**config.mk**
```make
export PLATFORM = sky130hd
export DESIGN_NAME = stream_mux_rr
export DESIGN_NICKNAME = d
export VERILOG_FILES = /design/src/rtl/stream_mux_rr.sv
export SDC_FILE = /design/constraint.sdc
export NUM_CORES = 1
export LEC_CHECK = 0
export BUFFER_PORTS_ARGS = -buffer_cell sky130_fd_sc_hd__buf_2
export CORE_UTILIZATION = 25
export DETAILED_ROUTE_END_ITERATION = 8
export HOLD_SLACK_MARGIN = 0.15
export PLACE_DENSITY_LB_ADDON = 0.3
export SYNTH_ARGS = -nofsm -noshare
export SYNTH_HDL_FRONTEND = slang
export SYNTH_SLANG_ARGS = --single-unit
```
**constraint.sdc**
```tcl
create_clock -name clk -period 6 [get_ports clk]
set_input_delay 0.6 -clock clk [delete_from_list [all_inputs] [get_ports clk]]
set_output_delay 0.6 -clock clk [all_outputs]
set_load 0.1 [all_outputs]
```
**src/rtl/stream_mux_rr.sv**
```systemverilog
// stream_mux_rr: N-channel, W-bit valid/ready stream multiplexer with a
// single registered output stage. The winning channel is chosen either by an
// explicit select input or by a fair round-robin rotation over the channels
// that currently present valid data.
module stream_mux_rr #(
    parameter  int N  = 4,
    parameter  int W  = 4,
    localparam int CW = (N > 1) ? $clog2(N) : 1
) (
    input  logic           clk,
    input  logic           rst,
    input  logic           mode,
    input  logic [CW-1:0]  sel,
    input  logic [N-1:0]   in_valid,
    input  logic [N*W-1:0] in_data,
    output logic [N-1:0]   in_ready,
    output logic           out_valid,
    output logic [W-1:0]   out_data,
    output logic [CW-1:0]  out_ch,
    input  logic           out_ready
);

    typedef enum logic {
        MODE_SELECT      = 1'b0,
        MODE_ROUND_ROBIN = 1'b1
    } mode_e;

    logic [CW-1:0] rr_ptr;
    logic          load;
    logic          grant_valid;
    logic [CW-1:0] grant_idx;
    logic [W-1:0]  grant_data;
    logic [N-1:0]  grant_onehot;

    // The output register may take a new word when it is empty or its word is leaving.
    assign load = !out_valid || out_ready;

    // Pick the candidate channel: explicit select, or first valid channel from rr_ptr onward.
    always_comb begin
        grant_valid = 1'b0;
        grant_idx   = '0;
        grant_data  = '0;
        if (mode_e'(mode) == MODE_SELECT) begin
            for (int i = 0; i < N; i++) begin
                if (sel == CW'(i) && in_valid[i]) begin
                    grant_valid = 1'b1;
                    grant_idx   = CW'(i);
                    grant_data  = in_data[i*W +: W];
                end
            end
        end else begin
            for (int k = 0; k < N; k++) begin
                if (!grant_valid && in_valid[(int'(rr_ptr) + k) % N]) begin
                    grant_valid = 1'b1;
                    grant_idx   = CW'((int'(rr_ptr) + k) % N);
                    grant_data  = in_data[((int'(rr_ptr) + k) % N)*W +: W];
                end
            end
        end
    end

    // Only the granted channel sees ready, and only when the output stage can accept it.
    always_comb begin
        grant_onehot = '0;
        for (int i = 0; i < N; i++) begin
            if (grant_idx == CW'(i)) begin
                grant_onehot[i] = 1'b1;
            end
        end
        in_ready = (load && grant_valid && !rst) ? grant_onehot : '0;
    end

    // Output register and round-robin pointer; a held word is dropped on reset.
    always_ff @(posedge clk) begin
        if (rst) begin
            out_valid <= 1'b0;
            out_data  <= '0;
            out_ch    <= '0;
            rr_ptr    <= '0;
        end else if (load) begin
            out_valid <= grant_valid;
            if (grant_valid) begin
                out_data <= grant_data;
                out_ch   <= grant_idx;
                if (mode_e'(mode) == MODE_ROUND_ROBIN) begin
                    rr_ptr <= (int'(grant_idx) == N - 1) ? '0 : grant_idx + CW'(1);
                end
            end
        end
    end

endmodule
```
==> results.txt <==
# setup viols final - 0
Share of layout cells above drive strength 1 - 25.4%
Yosys warnings - 0
CTS sink cnt - 9
Critical Path RT - 5400 ps
P_int - 166 uW
Setup Skew - 3.96 ps
Via density - 5.61
Min Hold Slack - 455 ps
Netlist Area Pre-Place - 0.00138 mm^2
RR Endpoint - rr_ptr[1]
Distinct cells, synth - 44
Post-synthesis sequential area ratio - 13.1%
Register bit total from synthesis - 9
Combinational power share - 54.3%
RePlAce Congestion - 0.819
Fmax - 259 MHz
Vias - 1542
Grt total ovfl - 0
Diode count - 0
Dpl hpwl - 3.17 mm
Clock slew at reported path FFs - 50 ps
Critical Path Start Type - flop
Area fraction of the dominant cell type after synthesis - 13.1%
Final Hold Fails - 0
Filler Cell Count - 576
IO Count - 37
Min-delay worst type - reg2reg
Max VDD drop - 0.0882 mV
Register area - 180 um^2
Leak - 0.635 nW
Routed wire per std cell - 15.4 um
Final Routed Wirelength - 4.23 mm
Clock Tree Buf Depth - 2
# DRC - 0
R2r setup slk - 3160 ps
Crit path DAT - 3260 ps
Seq pwr share - 23.1%
Post-Synthesis Cells - 179
Core Region - 0.00520 mm^2
Setup Buffers After CTS - 0
PortBufs - 36
Status - finished clean
Synthesis-to-finish area growth - 18.0%
Hold worst-path end - out_ch[1]
Reg2Reg Depth - 8
Vias in the first global route - 1354
Num CTS Buffers - 3
Setup TNS - 0 ps
Post-layout nets - 236
Ys async rst share - 0%
Die X - 76.3 um
Clk pwr share - 22.6%
Total global-route track usage - 14.5%
Initial core utilization - 26.5%
GR Layer Usage met2 - 23.3%
Largest net degree at the start of global routing - 37
Die area - 0.00582 mm^2
CTS root buf - clkbuf_8
Worst-path maximum fanout - 27
Syn avg cell area - 7.71 um^2
Crit Path Class - reg2out
Psw - 153 uW
TritonCTS clock tree - done
Antenna viol nets, final - 0
Post-synth EDFFs - 0
Worst skew pair latency - 240 ps
Initial antenna violation count - 0
H-tree depth - 1
Largest area contributor in the synthesized netlist - dfxtp_1
TritonRoute pass-1 iters - 4
Post-synth top cells - nor2_1 (18), a21oi_1 (13), mux2i_1 (10), nand2_1 (10), dfxtp_1 (9)
Hold path depth - 2
Final slew viol count - 0
RR Startpoint - rr_ptr[0]
GR peak layer - met2
Power per cell area - 196 mW/mm^2
Met3 Use GR - 2.28%
First-pass GRT wire length - 6.83 mm
Multi-input logic area - 0.00110 mm^2
Max-cap check violation count - 0
Detailed Route Iter0 Violations - 186
Period utilization - 64.3%
GRT met1 Usage - 20.3%
Synth area leaders - dfxtp_1 (13%), mux2i_1 (7.3%), mux4_2 (6.5%), mux2_2 (5.7%), a221oi_1 (5.1%)
Hold path start - out_ch[1]
Mapped Nets - 209
Critical path capture point type - primary output
Worst-Margin Slew - 926 ps
Unrepaired setup endpoints after global routing - no
Sw frac - 47.8%
Die Y - 76.3 um
CTS resizes - 0
Rows - 26
Top-count cell post-synth - nor2_1
Post-synth top flop - dfxtp_1
Worst rel slew slack - 38.2%
Tmin final - 3860 ps
Hold-fix buffers, CTS - 0
-- cell usage in the layout (no fill, tap or decap), types with 7 or more instances in the layout --
master,count
mux2i_1,10
a21oi_1,13
buf_2,36
mux2_2,7
a221oi_1,8
nand2_1,10
dfxtp_1,9
nor2_1,18
-- cell type report --
type	count	share of cell area, %
Clock inverter	1	0.307
Timing Repair Buffer	37	11.5
Inverter	6	1.38
Tap cell	70	5.38
Multi-Input combinational cell	149	67.8
Clock buffer	3	2.53
Sequential cell	9	11.1
-- power by group through the flow --
stage / registers [mW] / logic [mW] / clock network, mW
global placement: 0.0748 / 0.173 / 0
detailed placement: 0.0750 / 0.173 / 0
global route: 0.0754 / 0.187 / 0.0754
floorplan: 0.108 / 0.103 / 0
CTS: 0.0738 / 0.173 / 0.0725
finish: 0.0738 / 0.173 / 0.0720
-- per-stage QoR --
step                area [um^2]  std cells  util (%)  worst slack, ps  power (mW)
floorplan                  1380        179         -             2810       0.210
global placement           1580        271      30.4             2480       0.248
detailed placement         1580        271      30.4             2440       0.248
CTS                        1630        275      31.3             2180       0.320
global route               1630        275      31.3             1850       0.338
finish                     1630        275      31.3             2140       0.319
-- per-layer routing --
layer,part of all wire [%],vias to the layer above
met4,0.76,0
met3,5.1,4
met5,0,-
met1,48,736
met2,46,45
li1,-,757
-- worst max-delay path, cell delays in order (launching register included) --
cell      delay (ps)
dfxtp_1          920
inv_1            460
a2111o_1         530
nand2_1          160
o21ai_0          180
inv_1            110
ha_1             130
and2_1           110
buf_2            420
-- cell families (layout without fill, tap and decap cells) --
family,count (synthesis),after routing,synth area share (%)
buffers and inverters,21,47,6.89
and+or+nand+nor,60,60,23.5
AOI/OAI and AO/OA,64,64,33.5
muxes,21,21,19.5
DFF,9,9,13.1
adders and majority gates,4,4,3.63
-- registers in the layout, indices dropped and copies added (netlist names) --
name       count
out_data       4
out_ch         2
rr_ptr         2
out_valid      1
-- how the worst max path moves through the flow --
stage | startpoint | endpoint | slack [ps] | cells after the start
2_1_floorplan | in_valid[2] | in_ready[3] | 2810 | 7
4_1_cts | rr_ptr[0] | in_ready[3] | 2180 | 8
5_1_grt | rr_ptr[0] | in_ready[3] | 1850 | 8
3_5_place_dp | rr_ptr[0] | in_ready[3] | 2440 | 8
3_3_place_gp | rr_ptr[0] | in_ready[3] | 2480 | 8
6_report | rr_ptr[0] | in_ready[3] | 2140 | 8
Power figures use the tool's default switching activity.
